**src/rtl/systolic_sequencer_if.sv**
```systemverilog
// rtl/systolic_sequencer_if.sv - sequencer bus: command, serial operand input, core operands, tx handshake
`timescale 1ns/1ps
interface systolic_sequencer_if #(
  parameter int D_W = 8,
  parameter int N   = 2
);
  logic                 start;
  logic                 reuse_b;
  logic                 ser_in;
  logic                 ser_valid;
  logic                 tx_ready;
  logic [N*N*D_W-1:0]   core_in_a;
  logic [N*N*D_W-1:0]   core_in_b;
  logic                 core_clr;
  logic                 core_en;
  logic                 init;
  logic                 busy;
  logic                 done;

  modport master (
    input  start, reuse_b, ser_in, ser_valid, tx_ready,
    output core_in_a, core_in_b, core_clr, core_en, init, busy, done
  );

  modport slave (
    output start, reuse_b, ser_in, ser_valid, tx_ready,
    input  core_in_a, core_in_b, core_clr, core_en, init, busy, done
  );
endinterface

```
**src/rtl/systolic_sequencer.sv**
```systemverilog
// rtl/systolic_sequencer.sv - TPU sequencer: serial operand load, clear, compute window, tx handshake
// Optional B-matrix reuse is enabled by defining SEQ_WEIGHT_REUSE_EN.
`timescale 1ns/1ps
module systolic_sequencer #(
  parameter int D_W            = 8,
  parameter int N              = 2,
  parameter int COMPUTE_CYCLES = 3*N-2
) (
  input  logic                  clk,
  input  logic                  rst,
  systolic_sequencer_if.master  bus
);
  localparam int W  = N*N*D_W;
  localparam int BW = (W > 1) ? $clog2(W) : 1;
  localparam int CW = $clog2(COMPUTE_CYCLES+1);
  localparam logic [BW-1:0] BIT_LAST  = BW'(W-1);
  localparam logic [CW-1:0] COMP_LAST = CW'(COMPUTE_CYCLES-1);

  typedef enum logic [3:0] {
    IDLE, LOAD_A, LOAD_B, CLEAR, COMPUTE, START_TX, WAIT_TX_HI, WAIT_TX_LO, DONE
  } state_t;

  state_t          state, state_n;
  logic [BW-1:0]   bit_cnt;
  logic [CW-1:0]   comp_cnt;
  logic [W-1:0]    a_q, b_q;
  logic            reuse_q;
  logic            reuse_sel;
  logic            clr_c, en_c, init_c, busy_c, done_c;

`ifdef SEQ_WEIGHT_REUSE_EN
  assign reuse_sel = bus.reuse_b;
`else
  // reuse_b has no effect in this build
  assign reuse_sel = bus.reuse_b & 1'b0;
`endif

  always_ff @(posedge clk or posedge rst) begin
    if (rst) state <= IDLE;
    else     state <= state_n;
  end

  always_comb begin
    state_n = state;
    clr_c   = 1'b0;
    en_c    = 1'b0;
    init_c  = 1'b0;
    busy_c  = 1'b1;
    done_c  = 1'b0;
    case (state)
      IDLE: begin
        busy_c = 1'b0;
        if (bus.start) state_n = LOAD_A;
      end
      LOAD_A: if (bus.ser_valid && bit_cnt == BIT_LAST) state_n = reuse_q ? CLEAR : LOAD_B;
      LOAD_B: if (bus.ser_valid && bit_cnt == BIT_LAST) state_n = CLEAR;
      CLEAR: begin
        clr_c   = 1'b1;
        state_n = COMPUTE;
      end
      COMPUTE: begin
        en_c = 1'b1;
        if (comp_cnt == COMP_LAST) state_n = START_TX;
      end
      START_TX: begin
        init_c  = 1'b1;
        state_n = WAIT_TX_HI;
      end
      WAIT_TX_HI: if (bus.tx_ready)  state_n = WAIT_TX_LO;
      WAIT_TX_LO: if (!bus.tx_ready) state_n = DONE;
      DONE: begin
        done_c  = 1'b1;
        state_n = IDLE;
      end
      default: state_n = IDLE;
    endcase
  end

  always_ff @(posedge clk or posedge rst) begin
    if (rst) begin
      bit_cnt  <= '0;
      comp_cnt <= '0;
      a_q      <= '0;
      b_q      <= '0;
      reuse_q  <= 1'b0;
    end else begin
      if (state == IDLE && bus.start) reuse_q <= reuse_sel;
      // counters restart on every state entry
      if (state_n != state) begin
        bit_cnt  <= '0;
        comp_cnt <= '0;
      end else begin
        if ((state == LOAD_A || state == LOAD_B) && bus.ser_valid) bit_cnt <= bit_cnt + 1'b1;
        if (state == COMPUTE) comp_cnt <= comp_cnt + 1'b1;
      end
      if (bus.ser_valid && state == LOAD_A) a_q[bit_cnt] <= bus.ser_in;
      if (bus.ser_valid && state == LOAD_B) b_q[bit_cnt] <= bus.ser_in;
    end
  end

  assign bus.core_in_a = a_q;
  assign bus.core_in_b = b_q;
  assign bus.core_clr  = clr_c;
  assign bus.core_en   = en_c;
  assign bus.init      = init_c;
  assign bus.busy      = busy_c;
  assign bus.done      = done_c;
endmodule

```
**src/flat_wrapper.sv**
```systemverilog
// flat-port wrapper written by rule: the top's interface ports become plain ports
module systolic_sequencer_flat 
#(
  parameter int D_W            = 8,
  parameter int N              = 2,
  parameter int COMPUTE_CYCLES = 3*N-2
)
  (clk, rst, bus_start, bus_reuse_b, bus_ser_in, bus_ser_valid, bus_tx_ready, bus_core_in_a, bus_core_in_b, bus_core_clr, bus_core_en, bus_init, bus_busy, bus_done);
  systolic_sequencer_if #(.D_W(D_W), .N(N)) bus_i ();
  input  logic clk;
  input  logic rst;
  input wire logic [$bits(bus_i.start)-1:0] bus_start;
  input wire logic [$bits(bus_i.reuse_b)-1:0] bus_reuse_b;
  input wire logic [$bits(bus_i.ser_in)-1:0] bus_ser_in;
  input wire logic [$bits(bus_i.ser_valid)-1:0] bus_ser_valid;
  input wire logic [$bits(bus_i.tx_ready)-1:0] bus_tx_ready;
  output wire logic [$bits(bus_i.core_in_a)-1:0] bus_core_in_a;
  output wire logic [$bits(bus_i.core_in_b)-1:0] bus_core_in_b;
  output wire logic [$bits(bus_i.core_clr)-1:0] bus_core_clr;
  output wire logic [$bits(bus_i.core_en)-1:0] bus_core_en;
  output wire logic [$bits(bus_i.init)-1:0] bus_init;
  output wire logic [$bits(bus_i.busy)-1:0] bus_busy;
  output wire logic [$bits(bus_i.done)-1:0] bus_done;
  assign bus_i.start = bus_start;
  assign bus_i.reuse_b = bus_reuse_b;
  assign bus_i.ser_in = bus_ser_in;
  assign bus_i.ser_valid = bus_ser_valid;
  assign bus_i.tx_ready = bus_tx_ready;
  assign bus_core_in_a = bus_i.core_in_a;
  assign bus_core_in_b = bus_i.core_in_b;
  assign bus_core_clr = bus_i.core_clr;
  assign bus_core_en = bus_i.core_en;
  assign bus_init = bus_i.init;
  assign bus_busy = bus_i.busy;
  assign bus_done = bus_i.done;
  systolic_sequencer #(.D_W(D_W), .N(N), .COMPUTE_CYCLES(COMPUTE_CYCLES)) u_core (.clk(clk), .rst(rst), .bus(bus_i));
endmodule
```
**config.mk**
```make
export PLATFORM = sky130hd
export DESIGN_NAME = systolic_sequencer_flat
export DESIGN_NICKNAME = d
export VERILOG_FILES = /design/src/rtl/systolic_sequencer_if.sv /design/src/rtl/systolic_sequencer.sv /design/src/flat_wrapper.sv
export SDC_FILE = /design/constraint.sdc
export NUM_CORES = 1
export LEC_CHECK = 0
export ABC_AREA = 1
export BUFFER_PORTS_ARGS = -buffer_cell sky130_fd_sc_hd__clkbuf_2
export CORE_ASPECT_RATIO = 0.75
export CORE_MARGIN = 3
export CORE_UTILIZATION = 54
export DETAILED_ROUTE_END_ITERATION = 7
export GPL_ROUTABILITY_DRIVEN = 0
export PLACE_DENSITY = 0.79
export SLEW_MARGIN = 20
export SYNTH_ARGS = -nofsm -noshare
export SYNTH_HDL_FRONTEND = slang
export SYNTH_SLANG_ARGS = --single-unit
```
**constraint.sdc**
```tcl
create_clock -name clk -period 2.65 [get_ports clk]
set_clock_uncertainty 0.2 [all_clocks]
set_input_delay 0.265 -clock clk [delete_from_list [all_inputs] [get_ports clk]]
set_output_delay 0.265 -clock clk [all_outputs]
set_load 0.02 [all_outputs]
```
==> results of run 1 <==
[cell families (layout without fill, tap and decap cells)]
family	count (synthesis)	in the layout	share of synthesized area [%]
XOR/XNOR	4	4	0.989
buffers and inverters	45	124	6.36
AO/OA/AOI/OAI	85	85	12.7
flip-flops	76	76	53.7
AND/OR/NAND/NOR	195	195	23.8
adder cells (fa/ha/maj)	7	7	2.47
[repair_timing]
item                      4_1_cts  5_1_grt
hold endpoints to repair       29        0
hold buffers                    1        0
gates resized for setup         0        0
[layout make-up]
cell class | count | area share [%]
flip-flops and latches | 76 | 45.7
clock inverters | 5 | 1.44
clock buffers | 11 | 3.64
multi-input cells | 291 | 34.1
repair buffers | 78 | 9.99
inverters | 30 | 2.77
well taps | 78 | 2.35
[flip-flops by register name, summed over array words and instances, names as in the netlist]
name                  count
u_core.bus.core_in_b     32
u_core.comp_cnt           3
u_core.state              4
u_core.bus.core_in_a     32
u_core.bit_cnt            5
[worst min-delay path: cells and delay by family]
kind	cells	cell delay (ns)
buffers and inverters	1	0.08
AND/OR/NAND/NOR	4	0.25
[layer usage]
metal  vias up  wire [um]  GRT usage [%]
li1       1490          -              -
met2        99       3800           36.1
met1      1387       3720           31.9
met4         0         57           6.14
met5         -          0              0
met3         8        562           6.59
[worst paths after layout]
kind | startpoint | endpoint | slack, ns | cells past startpoint
setup / recovery | u_core.bit_cnt[0] | u_core.comp_cnt[0] | 0.41 | 13
hold / removal | bus_start | u_core.state[0] | 0.07 | 5
setup reg to reg | u_core.bit_cnt[0] | u_core.comp_cnt[0] | 0.41 | 13
hold reg to reg | u_core.bus.core_in_a[21] | u_core.bus.core_in_a[21] | 0.33 | 2
max in group asynchronous | rst | u_core.bus.core_in_a[7] | 1.19 | 4
min in group asynchronous | rst | u_core.bus.core_in_b[18] | 0.36 | 3
[placed cells by master, fill, tap and decap left out, drive strengths merged, types with 5 or more instances in the layout]
master,instances
nor3,6
a21oi,64
clkinv,5
nor2,124
a31oi,16
ha,7
clkbuf,85
nand2,52
dfrtp,76
nand3,11
inv,28
[power by group through the flow]
stage	Combinational, mW	Sequential (mW)	Clock, mW
2_1_floorplan	0.617	1.34	0
3_3_place_gp	0.777	1.33	0
3_5_place_dp	0.804	1.33	0
4_1_cts	0.806	1.31	0.928
5_1_grt	0.894	1.32	0.990
6_report	0.806	1.31	0.910
[metrics by stage]
stage                     power, mW  worst slack (ns)  hold slack, ns  util (%)
final                          3.03             0.410          0.0743      68.5
after global routing           3.21             0.236          0.0820      68.5
after CTS                      3.05             0.428          0.0607      68.5
after detailed placement       2.14             0.441           0.206      64.9
after global placement         2.11             0.524           0.188      64.9
after floorplan                1.96             0.247           0.267         -
==> results.py, run 1 <==
metrics = {
    "place": {
        "dp_cells": 552,
        "io_buffers": 74,
        "dpl_cell_area_um2": 3940,
        "place.detailed.hpwl_um": 5630,
    },
    "power_and_ir_drop": {
        "p_leak_nw": 2.08,
        "pwr-share-comb_pct": 26.6,
        "power_density_nw_per_um2": 729,
        "p_clk_share_pct": 30.0,
        "ir_worst_vdd_mv": 0.363,
        "seqPwrFrac_pct": 43.4,
        "p_switching_mw": 1.10,
        "switching_share_pct": 36.2,
        "internal_power_mw": 1.93,
    },
    "final_layout": {
        "multi_input_area_um2": 1420,
        "drive_gt1_share_pct": 23.0,
        "regArea_um2": 1900,
        "nNetsFinal": 500,
        "fill_cells": 516,
        "stdcell_area_um2": 4160,
        "num_antenna_cells": 0,
        "area_growth_pct": 17.3,
        "stdcell_count": 569,
    },
    "drt": {
        "num_vias": 2984,
        "via_per_inst": 5.24,
        "first_pass_iters": 4,
        "drt_iter0_drc": 243,
        "drc": 0,
        "finalWirelength_um": 8140,
        "wl_per_cell_um": 14.3,
        "drtAntennaViolNets": 0,
    },
    "cts": {
        "cts-htree-levels": 3,
        "cts.reportedPaths.clkPinSlew_ns": 0.07,
        "clockRootBuffer": "clkbuf_8",
        "cts_buffer_depth": 2,
        "numCtsBuffers": 9,
        "cts_setup_buffers": 0,
        "cts_tree": "yes",
        "worstSkewPairLatency_ns": 0.34,
        "cts_sinks": 76,
    },
    "synthesis": {
        "synth_nets": 426,
        "netlist.area_leader.share_pct": 53.7,
        "synth_area_per_cell_um2": 8.60,
        "synthArstFlopShare_pct": 100,
        "synth_edf_count": 0,
        "ys_ff_latch": 76,
        "synth_cell_types": 24,
        "synthCells": 412,
        "yosysSeqAreaShare_pct": 53.7,
        "ys.flop_type": "dfrtp_1",
        "synth_most_common_cell": "nor2_1",
        "synthTopCellsByCount": "116 x nor2_1, 76 x dfrtp_1, 64 x a21oi_1",
        "yosysWarnings": 0,
        "ys_top_cells_by_area": "dfrtp_1 54%, nor2_1 12%, a21oi_1 9.0%",
        "synth_top_area_cell": "dfrtp_1",
        "netlist_area_um2": 3540,
    },
    "critical_path": {
        "required_ns": 2.72,
        "worst_path_max_delay_cell": "dfrtp_1",
        "critical_path_buf_inv_count": 2,
        "path_max_fanout": 8,
        "cpLargestDelayFamily": "simple AND/OR/NAND/NOR gates",
        "crit_type": "flip-flop to flip-flop",
        "cp.arrival_ns": 2.31,
        "cpPeakStageDelay_ns": 0.43,
        "crit_path_cell_trace": "ha_1 > inv_1 > nor2_1 > ha_1 > nand2_1 > inv_1 > nand3_1 > nand3_1 > nand2_1 > nand2_1 > nor2_1 > nand2_4 > nor2_1",
        "cp-start-kind": "flip-flop",
        "end_kind": "flip-flop",
    },
    "job": {
        "max-cap-violations": 0,
    },
    "sta": {
        "max_freq_ghz": 0.447,
        "setup-tns-final_ns": 0,
        "min_period_over_period_pct": 84.5,
        "setup_viol": 0,
        "grt_setup_unrepaired": "false",
        "slew-limit-headroom_pct": 52.8,
        "worst_pin_slew_ns": 0.707,
        "drv_slew": 0,
        "post-route-min-period_ns": 2.24,
        "finalHoldViolCount": 0,
    },
    "run_status": {
        "status": "complete, no violations",
    },
    "global_routing": {
        "gr-total-overflow": 0,
        "antenna_found_initial": 0,
        "grt_pass1_vias": 2878,
        "track_usage_pct": 23.1,
        "grt_max_degree": 65,
        "grt_pass1_wl_um": 14100,
    },
    "floorplan": {
        "die_w_um": 99.5,
        "initial_core_util_pct": 58.4,
        "row_count": 24,
        "core-area_um2": 6070,
        "die_area_um2": 7580,
        "die_height_um": 76.2,
        "io_pins": 76,
    },
    "worst_hold_path": {
        "hold_class": "primary input to flip-flop",
    },
}
Power figures use the tool's default switching activity.
==> run 2, diff against run 1 <==
--- a/config.mk
+++ b/config.mk
@@ -5,14 +5,14 @@
 export SDC_FILE = /design/constraint.sdc
 export NUM_CORES = 1
 export LEC_CHECK = 0
-export ABC_AREA = 1
+export ABC_AREA = 0
 export BUFFER_PORTS_ARGS = -buffer_cell sky130_fd_sc_hd__clkbuf_2
 export CORE_ASPECT_RATIO = 0.75
 export CORE_MARGIN = 3
-export CORE_UTILIZATION = 54
+export CORE_UTILIZATION = 49
 export DETAILED_ROUTE_END_ITERATION = 7
 export GPL_ROUTABILITY_DRIVEN = 0
-export PLACE_DENSITY = 0.79
+export PLACE_DENSITY = 0.76
 export SLEW_MARGIN = 20
 export SYNTH_ARGS = -nofsm -noshare
 export SYNTH_HDL_FRONTEND = slang
==> constraint.sdc (replaced) <==
create_clock -name clk -period 2 [get_ports clk]
set_clock_uncertainty 0.2 [all_clocks]
set_input_delay 0.2 -clock clk [delete_from_list [all_inputs] [get_ports clk]]
set_output_delay 0.2 -clock clk [all_outputs]
set_load 0.02 [all_outputs]
==> results.py, run 2 <==
metrics = {
    "floorplan": {
        "die_w_um": 105,
        "die_area_um2": 8480,
        "io_pins": 76,
        "die_height_um": 80.5,
        "core-area_um2": 6990,
        "initial_core_util_pct": 51.9,
        "row_count": 26,
    },
    "critical_path": {
        "crit_type": "flip-flop to flip-flop",
        "path_max_fanout": 16,
        "crit_path_cell_trace": "or3b_1 > buf_12 > nor3_4 > buf_6 > nand2_1 > mux2_2",
        "cpLargestDelayFamily": "simple AND/OR/NAND/NOR gates",
        "cpPeakStageDelay_ns": 0.42,
        "critical_path_buf_inv_count": 2,
        "required_ns": 2.03,
        "end_kind": "flip-flop",
        "cp.arrival_ns": 2.06,
        "startpoint": "u_core.state[3]",
        "r2r-start": "u_core.state[3]",
        "cp-start-kind": "flip-flop",
        "worst_path_max_delay_cell": "or3b_1",
    },
    "global_routing": {
        "gr-total-overflow": 0,
        "grt_pass1_wl_um": 13700,
        "grt_max_degree": 77,
        "track_usage_pct": 20.5,
        "grt_pass1_vias": 2782,
        "antenna_found_initial": 0,
    },
    "sta": {
        "worst_slack_ns": -0.0283,
        "setup_viol": 11,
        "finalHoldViolCount": 0,
        "post-route-min-period_ns": 2.03,
        "slew-limit-headroom_pct": 73.3,
        "setup-tns-final_ns": -0.116,
        "worst_pin_slew_ns": 0.400,
        "drv_slew": 0,
        "grt_setup_unrepaired": "true",
        "max_freq_ghz": 0.493,
        "min_period_over_period_pct": 101,
    },
    "synthesis": {
        "synth_cell_types": 34,
        "synthArstFlopShare_pct": 100,
        "synthTopCellsByCount": "76 x dfrtp_1, 67 x nand2_1, 49 x mux2_2",
        "ys_top_cells_by_area": "dfrtp_1 52%, mux2_2 15%, nand2_1 6.9%",
        "synth_area_per_cell_um2": 11.6,
        "synth_nets": 328,
        "yosysWarnings": 0,
        "netlist.area_leader.share_pct": 52.4,
        "ys_ff_latch": 76,
        "synth_most_common_cell": "dfrtp_1",
        "netlist_area_um2": 3630,
        "ys.flop_type": "dfrtp_1",
        "synth_edf_count": 0,
        "synth_top_area_cell": "dfrtp_1",
        "yosysSeqAreaShare_pct": 52.4,
        "synthCells": 314,
    },
    "cts": {
        "cts.reportedPaths.clkPinSlew_ns": 0.08,
        "clockRootBuffer": "clkbuf_8",
        "cts_tree": "yes",
        "cts-htree-levels": 3,
        "cts_sinks": 76,
        "worstSkewPairLatency_ns": 0.34,
        "cts_buffer_depth": 2,
        "numCtsBuffers": 9,
    },
    "worst_hold_path": {
        "hold_class": "primary input to flip-flop",
        "hp-start": "bus_start",
    },
    "drt": {
        "via_per_inst": 5.33,
        "drc": 0,
        "num_vias": 2808,
        "drtAntennaViolNets": 0,
        "first_pass_iters": 4,
        "drt_iter0_drc": 124,
        "wl_per_cell_um": 16.2,
        "finalWirelength_um": 8550,
    },
    "power_and_ir_drop": {
        "p_leak_nw": 2.48,
        "ir_worst_vdd_mv": 0.990,
        "power_density_nw_per_um2": 955,
    },
    "final_layout": {
        "stdcell_area_um2": 4840,
        "final_common_cell": "dfrtp_1",
        "final_cell_mix": "76 x dfrtp_1, 73 x clkbuf_2, 67 x nand2_1",
        "final_util_pct": 69.1,
        "nNetsFinal": 438,
        "num_antenna_cells": 0,
        "drive_gt1_share_pct": 49.4,
        "area_growth_pct": 33.3,
        "fill_cells": 518,
    },
    "job": {
        "max-cap-violations": 0,
    },
    "place": {
        "pre_cts_ws_ns": -0.124,
        "io_buffers": 74,
        "dpl_cell_area_um2": 4370,
        "place.detailed.hpwl_um": 5690,
    },
    "run_status": {
        "violations": "negative setup slack",
        "status": "finished with violations",
    },
}
==> run 2: layer usage <==
| layer | vias to the layer above | share of wire (%) | GRT usage, % |
|---|---|---|---|
| li1 | 1297 | - | - |
| met1 | 1408 | 44 | 26.6 |
| met2 | 94 | 49 | 34.2 |
| met3 | 9 | 6.5 | 4.90 |
| met4 | 0 | 0.87 | 6.16 |
| met5 | - | 0 | 0 |
==> run 2: final timing paths <==
path,end,slack [ns],depth (start not counted)
setup / recovery,u_core.bus.core_in_a[20],-0.03,6
hold / removal,u_core.comp_cnt[2],0.15,4
setup reg to reg,u_core.bus.core_in_a[20],-0.03,6
hold reg to reg,u_core.bus.core_in_b[23],0.30,1
max in group asynchronous,u_core.bus.core_in_b[20],0.99,4
min in group asynchronous,u_core.bus.core_in_b[7],0.30,4
==> run 2: report_power, final <==
group / internal, mW / leakage, nW / switching, mW / total, mW
combinational: 0.566 / 1.31 / 0.855 / 1.42
sequential: 1.65 / 1.04 / 0.0650 / 1.72
clock: 0.902 / 0.126 / 0.579 / 1.48
total: 3.12 / 2.48 / 1.50 / 4.62
==> run 2: through the flow <==
stage / hold WS (ns) / total power [mW] / instances
after floorplan: 0.0735 / 2.56 / 314
after global placement: 0.122 / 2.92 / 502
after detailed placement: 0.130 / 2.97 / 502
after CTS: 0.116 / 4.57 / 524
after global routing: 0.176 / 4.84 / 527
final: 0.153 / 4.62 / 527
==> run 2: layout make-up <==
class	instances	area [um2]	area share, %
multi-input combinational	208	1700	35.2
clock inverter	5	106	2.20
timing repair buffer	120	815	16.8
inverter	9	37.5	0.776
tap	98	123	2.54
sequential	76	1900	39.3
clock buffer	11	151	3.13
==> run 2: timing repair <==
| item | in CTS | in global routing |
|---|---|---|
| endpoints found under the setup margin | 21 | 64 |
| buffers inserted | 4 | 3 |
| hold buffers | 2 | 0 |
| resized for setup | 17 | 15 |
| endpoints found under the hold margin | 78 | 0 |
| pin swaps | 10 | 14 |
==> run 2: worst register-to-register path: cells and delay by family, from the launching register on <==
kind                   cells  cell delay, ns
and+or+nand+nor            3            0.73
DFF                        1            0.37
buffers and inverters      2            0.34
muxes                      1            0.28
==> run 2: cell families (layout without fill, tap and decap cells) <==
logic type                 after synthesis  count (layout)  share of synthesized area, %
AOI/OAI and AO/OA                       14              14                          2.79
xor gates and xnor gates                 4               4                         0.966
adders and majority gates                7               7                          2.41
buffers and inverters                   30             145                          3.73
DFF                                     76              76                          52.4
muxes                                   67              67                          20.7
and+or+nand+nor                        116             116                          17.0
